<file path="config.mk">
export PLATFORM = sky130hd
export DESIGN_NAME = cbus_arbiter
export DESIGN_NICKNAME = d
export VERILOG_FILES = /design/src/rtl/cbus_arbiter_pkg.sv /design/src/rtl/cbus_arbiter_rr_picker.sv /design/src/rtl/cbus_arbiter.sv
export SDC_FILE = /design/constraint.sdc
export NUM_CORES = 1
export LEC_CHECK = 0
export ABC_CLOCK_PERIOD_IN_PS = 1600
export CAP_MARGIN = 15
export CORE_AREA = 2 2 255 257
export CTS_BUF_LIST = sky130_fd_sc_hd__clkbuf_16
export DETAILED_ROUTE_END_ITERATION = 6
export DIE_AREA = 0 0 257 259
export SLEW_MARGIN = 10
export SYNTH_ARGS = -nofsm -noshare
export SYNTH_HDL_FRONTEND = slang
export SYNTH_SLANG_ARGS = --single-unit
</file>
<file path="constraint.sdc">
create_clock -name clk -period 1.6 [get_ports clk]
set_input_delay 0.16 -clock clk [delete_from_list [all_inputs] [get_ports clk]]
set_output_delay 0.16 -clock clk [all_outputs]
set_load 0.05 [all_outputs]
</file>
<file path="src/rtl/cbus_arbiter_pkg.sv">
// rtl/cbus_arbiter_pkg.sv - shared cache-bus types, arbiter states and defaults
package cbus_arbiter_pkg;

  typedef enum logic [2:0] {
    MSIZE1 = 3'd0,
    MSIZE2 = 3'd1,
    MSIZE4 = 3'd2,
    MSIZE8 = 3'd3
  } msize_t;

  // Beat count minus one, AXI-style.
  typedef enum logic [7:0] {
    MLEN1  = 8'd0,
    MLEN2  = 8'd1,
    MLEN4  = 8'd3,
    MLEN8  = 8'd7,
    MLEN16 = 8'd15
  } mlen_t;

  typedef enum logic [1:0] {
    AXI_BURST_FIXED = 2'd0,
    AXI_BURST_INCR  = 2'd1,
    AXI_BURST_WRAP  = 2'd2
  } axi_burst_type_t;

  typedef struct packed {
    logic            valid;
    logic            is_write;
    logic [63:0]     addr;
    msize_t          size;
    logic [7:0]      strobe;
    logic [63:0]     data;
    mlen_t           len;
    axi_burst_type_t burst;
  } cbus_req_t;

  typedef struct packed {
    logic        ready;
    logic        last;
    logic [63:0] data;
  } cbus_resp_t;

  localparam int NUM_REQ_DEFAULT = 2;

  typedef logic [0:0] arb_state_t;
  localparam arb_state_t ST_IDLE  = 1'b0;
  localparam arb_state_t ST_GRANT = 1'b1;

endpackage

</file>
<file path="src/rtl/cbus_arbiter_rr_picker.sv">
// rtl/cbus_arbiter_rr_picker.sv - combinational round-robin winner select
module cbus_arbiter_rr_picker
  import cbus_arbiter_pkg::*;
#(
  parameter int NUM_REQ = NUM_REQ_DEFAULT
) (
  input  logic [NUM_REQ-1:0]         valid_i,
  input  logic [$clog2(NUM_REQ)-1:0] prio_i,
  output logic [$clog2(NUM_REQ)-1:0] winner_o,
  output logic                       any_valid_o
);

  localparam int W = $clog2(NUM_REQ);

  logic [W:0] idx;

  // Scan from farthest to nearest so the first valid at/after prio wins last.
  always_comb begin
    idx         = '0;
    winner_o    = '0;
    any_valid_o = 1'b0;
    for (int k = NUM_REQ - 1; k >= 0; k--) begin
      idx = {1'b0, prio_i} + (W + 1)'(k);
      if (idx >= (W + 1)'(NUM_REQ)) idx = idx - (W + 1)'(NUM_REQ);
      if (valid_i[idx[W-1:0]]) begin
        winner_o    = idx[W-1:0];
        any_valid_o = 1'b1;
      end
    end
  end

endmodule

</file>
<file path="src/rtl/cbus_arbiter.sv">
// rtl/cbus_arbiter.sv - burst-locked round-robin arbiter for N cache-bus masters
module cbus_arbiter
  import cbus_arbiter_pkg::*;
#(
  parameter int NUM_REQ = NUM_REQ_DEFAULT
) (
  input  logic                       clk,
  input  logic                       resetn,
  input  cbus_req_t                  ireqs  [NUM_REQ],
  output cbus_resp_t                 iresps [NUM_REQ],
  output cbus_req_t                  oreq,
  input  cbus_resp_t                 oresp,
  output logic                       busy,
  output logic [$clog2(NUM_REQ)-1:0] owner
);

  localparam int W = $clog2(NUM_REQ);

  arb_state_t   state_q, state_d;
  logic [W-1:0] owner_q, owner_d;
  logic [W-1:0] prio_q,  prio_d;

  logic [NUM_REQ-1:0] valid_vec;
  logic [W-1:0]       winner;
  logic               any_valid;

  always_comb begin
    valid_vec = '0;
    for (int i = 0; i < NUM_REQ; i++) valid_vec[i] = ireqs[i].valid;
  end

  cbus_arbiter_rr_picker #(
    .NUM_REQ (NUM_REQ)
  ) u_picker (
    .valid_i     (valid_vec),
    .prio_i      (prio_q),
    .winner_o    (winner),
    .any_valid_o (any_valid)
  );

  // Grant is held until the downstream completes the burst, whatever the masters do.
  always_comb begin
    state_d = state_q;
    owner_d = owner_q;
    prio_d  = prio_q;
    case (state_q)
      ST_IDLE: begin
        if (any_valid) begin
          state_d = ST_GRANT;
          owner_d = winner;
        end
      end
      ST_GRANT: begin
        if (oresp.ready && oresp.last) begin
          state_d = ST_IDLE;
          prio_d  = (owner_q == W'(NUM_REQ - 1)) ? '0 : owner_q + W'(1);
        end
      end
      default: state_d = ST_IDLE;
    endcase
  end

  always_ff @(posedge clk or negedge resetn) begin
    if (!resetn) begin
      state_q <= ST_IDLE;
      owner_q <= '0;
      prio_q  <= '0;
    end else begin
      state_q <= state_d;
      owner_q <= owner_d;
      prio_q  <= prio_d;
    end
  end

  always_comb begin
    oreq = '0;
    if (state_q == ST_GRANT) oreq = ireqs[owner_q];
    for (int i = 0; i < NUM_REQ; i++) begin
      iresps[i] = '0;
      if (state_q == ST_GRANT && owner_q == W'(i)) iresps[i] = oresp;
    end
  end

  assign busy  = (state_q == ST_GRANT);
  assign owner = owner_q;

endmodule

</file>
==> metrics.log <==
INFO  metric total_power = 18500 µW
INFO  metric critical_path_source_type = flip-flop
INFO  metric ys_ff_latch = 3
INFO  metric largest_fanout_on_the_critical_path = 12
INFO  metric fin_setup_tns = -47.16 ns
INFO  metric num_vias = roughly 6500
INFO  metric worstSkewPairLatency = 0.22 ns
INFO  metric synth_top_area_share = 38.9%
INFO  metric worstPathRequired = approximately 1.4 ns
INFO  metric power.density = 1070 nW/µm²
INFO  metric critical_path_depth = 6
INFO  metric final-max-slew-violation-count = 0
INFO  metric flow.area_growth_from_synthesis = 341%
INFO  metric die-width = 257 µm
INFO  metric worst_clock_skew = 0.00255 ns
INFO  metric post_synth_main_area_contributors = mux2i_1, nor2b_1, and2_1, and3_1, buf_12
INFO  metric remaining_max_slew_budget_at_the_tightest_pin = 81.4%
INFO  metric r2r.worst_path.cells = 4
INFO  metric cpMostUsedCell = buf_12
INFO  metric unrepaired_setup_endpoints_after_global_routing = yes
INFO  metric fp.dieArea = 66600 µm²
INFO  metric dpl.hpwl = 31.7 mm
INFO  metric layout.cells.most_common_list = clkdlybuf4s50_1, buf_12, nor2b_4, mux2i_2
INFO  metric clock.fmax = ~530 MHz
INFO  metric synthesis.instances = 502
INFO  metric initial_utilization = under 10%
INFO  metric drc = 0
INFO  metric post_route_cells_drive_above_1_share = between 60% and 70%
INFO  metric critical_path.n_buffers_inverters = 4
INFO  metric worst_slew_pin_slew = approximately 0.27 ns
INFO  metric final_critical_path_setup_slack = -0.275 ns
INFO  metric crit_family = buffers and inverters
INFO  metric status = finished with violations
INFO  metric pin_count_of_the_biggest_net_entering_global_routing = 52
INFO  metric io_count = 655
INFO  metric power.ir.vdd_worst = 0.499 mV
INFO  metric cts.root.buffer_cell = clkbuf_16
INFO  metric wire_length_of_the_first_global_routing_pass = 51.9 mm
INFO  metric clock_tree_from_tritoncts = done
INFO  metric leakage_power_figure = 0.00737 µW
INFO  metric failed_checks = setup timing
INFO  metric synth-warning-count = 0
INFO  metric finalSetupViolCount = 278
INFO  metric synth_fp_nets = 872
INFO  metric die_h = ~260 µm
INFO  metric synth_area = 3910 µm²
INFO  metric syn-mean-instance-area = 7.78 µm²
INFO  metric antenna_found_initial = 7
INFO  metric tritoncts.num_buffers = 3
INFO  metric layout_worst_path_cycle_share = 117%
INFO  metric clockBufferDepth = 2
INFO  metric worst-endpoint-arrival = 1.72 ns
INFO  metric clock_input_transition_at_the_sequential_cells_of_the_worst_setup_and_hold_paths = 0.03 ns
INFO  metric cts_hold_repair.buffers = 0
INFO  metric layout_commonest_cell = clkdlybuf4s50_1
INFO  metric clock_sink_count = 3
INFO  metric first_global_vias = about 7300
INFO  metric holdWs = 0.124 ns
INFO  metric worstSetupPathType = flip-flop to output pin
INFO  metric finalCriticalPeriod = between 1.5 and 2 ns
INFO  metric floorplan.rows = 93
INFO  metric routedWlPerCell = 18.4 µm
INFO  metric grt_overflow_total = 0
INFO  metric final_antenna_net_count = 0
INFO  metric nNetsFinal = 1547
INFO  metric clock_tree.htree_level_count = 1
INFO  metric port-buffer-count = 654
INFO  metric timing.max_cap.violations = 0
INFO  metric post-synth-top-area-cell = mux2i_1
INFO  metric hold_vio_cnt_final = 0
INFO  metric crit_path_max_incr_delay = 0.51 ns
INFO  metric gp_congestion = 0.873
INFO  metric critPathCaptureType = output pin
INFO  metric detail_route.iter0.violations = 156
INFO  metric drt-pass1-iter-count = 4
INFO  metric floorplan.core_area = 63900 µm²
INFO  metric yosysUniqueCellTypes = 18
INFO  metric route.detailed.vias_per_inst = 3.20
INFO  metric worst_hold_path_type = primary input to async pin
INFO  metric slowest_stage = dfrtp_4
INFO  metric ys_seq_area_share = 1.92%
INFO  metric grtUsageTotal = a little over a tenth
INFO  metric critical_path.cell_chain = buf_12, buf_4, buf_12, mux2i_4, nor2b_4, buf_12
INFO  metric routed_wl = 37.5 mm
stage by stage:
stage | instance area, µm² | utilization, % | setup slack [ns] | std cells
2_1_floorplan | 5190 | - | -0.122 | 502
3_3_place_gp | 15600 | 24.4 | -0.153 | 2011
3_5_place_dp | 15600 | 24.4 | -0.185 | 2011
4_1_cts | 16900 | 26.5 | -0.297 | 2030
5_1_grt | 17200 | 27.0 | -0.326 | 2032
6_report | 17200 | 27.0 | -0.275 | 2035
flip-flops by register name, summed over array words and instances, names as in the netlist:
register,cells
owner,1
busy,1
prio_q,1
metal layers:
| layer | global-route usage [%] | wire (µm) |
|---|---|---|
| met1 | 11.1 | 13000 |
| met2 | 20.7 | 20700 |
| met3 | 2.78 | 2820 |
| met4 | 2.68 | 833 |
| met5 | 0 | 33 |
cell families after synthesis:
kind of cell / after synthesis / synth area share, %
AO/OA/AOI/OAI: 2 / 0.449
buffers and inverters: 57 / 12.6
flip-flops: 3 / 1.92
multiplexers: 152 / 38.9
AND/OR/NAND/NOR: 288 / 46.1
report_power, final:
| group | switching [µW] | total (µW) | internal (µW) | leakage (µW) |
|---|---|---|---|---|
| clock | 67.6 | 390 | 322 | 0.0000423 |
| sequential | 33.9 | 138 | 104 | 0.0000323 |
| combinational | 8830 | 18000 | 9160 | 0.00730 |
final cells by class:
cell class                      instances  area (µm²)
Timing Repair Buffer                  726       10400
Multi-Input combinational cell        442        5620
Fill cell                            6477       46700
Antenna cell                            4        10.0
Tap cell                              855        1070
Inverter                                1        3.75
Sequential cell                         3        82.6
Clock inverter                          1        3.75
Clock buffer                            3        75.1
cell usage after synthesis:
cell,number
dfrtp_1,3
nor2b_1,153
nand2_1,1
mux2i_1,152
nor2b_2,1
buf_6,2
a2bb2oi_1,1
and3_1,66
o31a_1,1
and2_1,66
clkbuf_1,18
clkbuf_2,5
inv_1,1
nand3_1,1
buf_4,7
buf_2,9
buf_8,5
buf_12,10
path summary, 6_finish.rpt:
path	slack, ns	startpoint	end
max	-0.28	owner	oreq[80]
min in group clk	0.55	prio_q	owner
min	0.12	resetn	prio_q
max reg2reg	0.20	busy	busy
min reg2reg	0.55	prio_q	owner
max in group asynchronous	1.31	resetn	busy
timing repair:
item,4_1_cts,5_1_grt
cloned,7,1
pin swaps,3,0
setup buffers,9,1
setup endpoints to repair,273,278
resized for setup,198,49
Note: power is estimated with default switching activity, not from simulation.
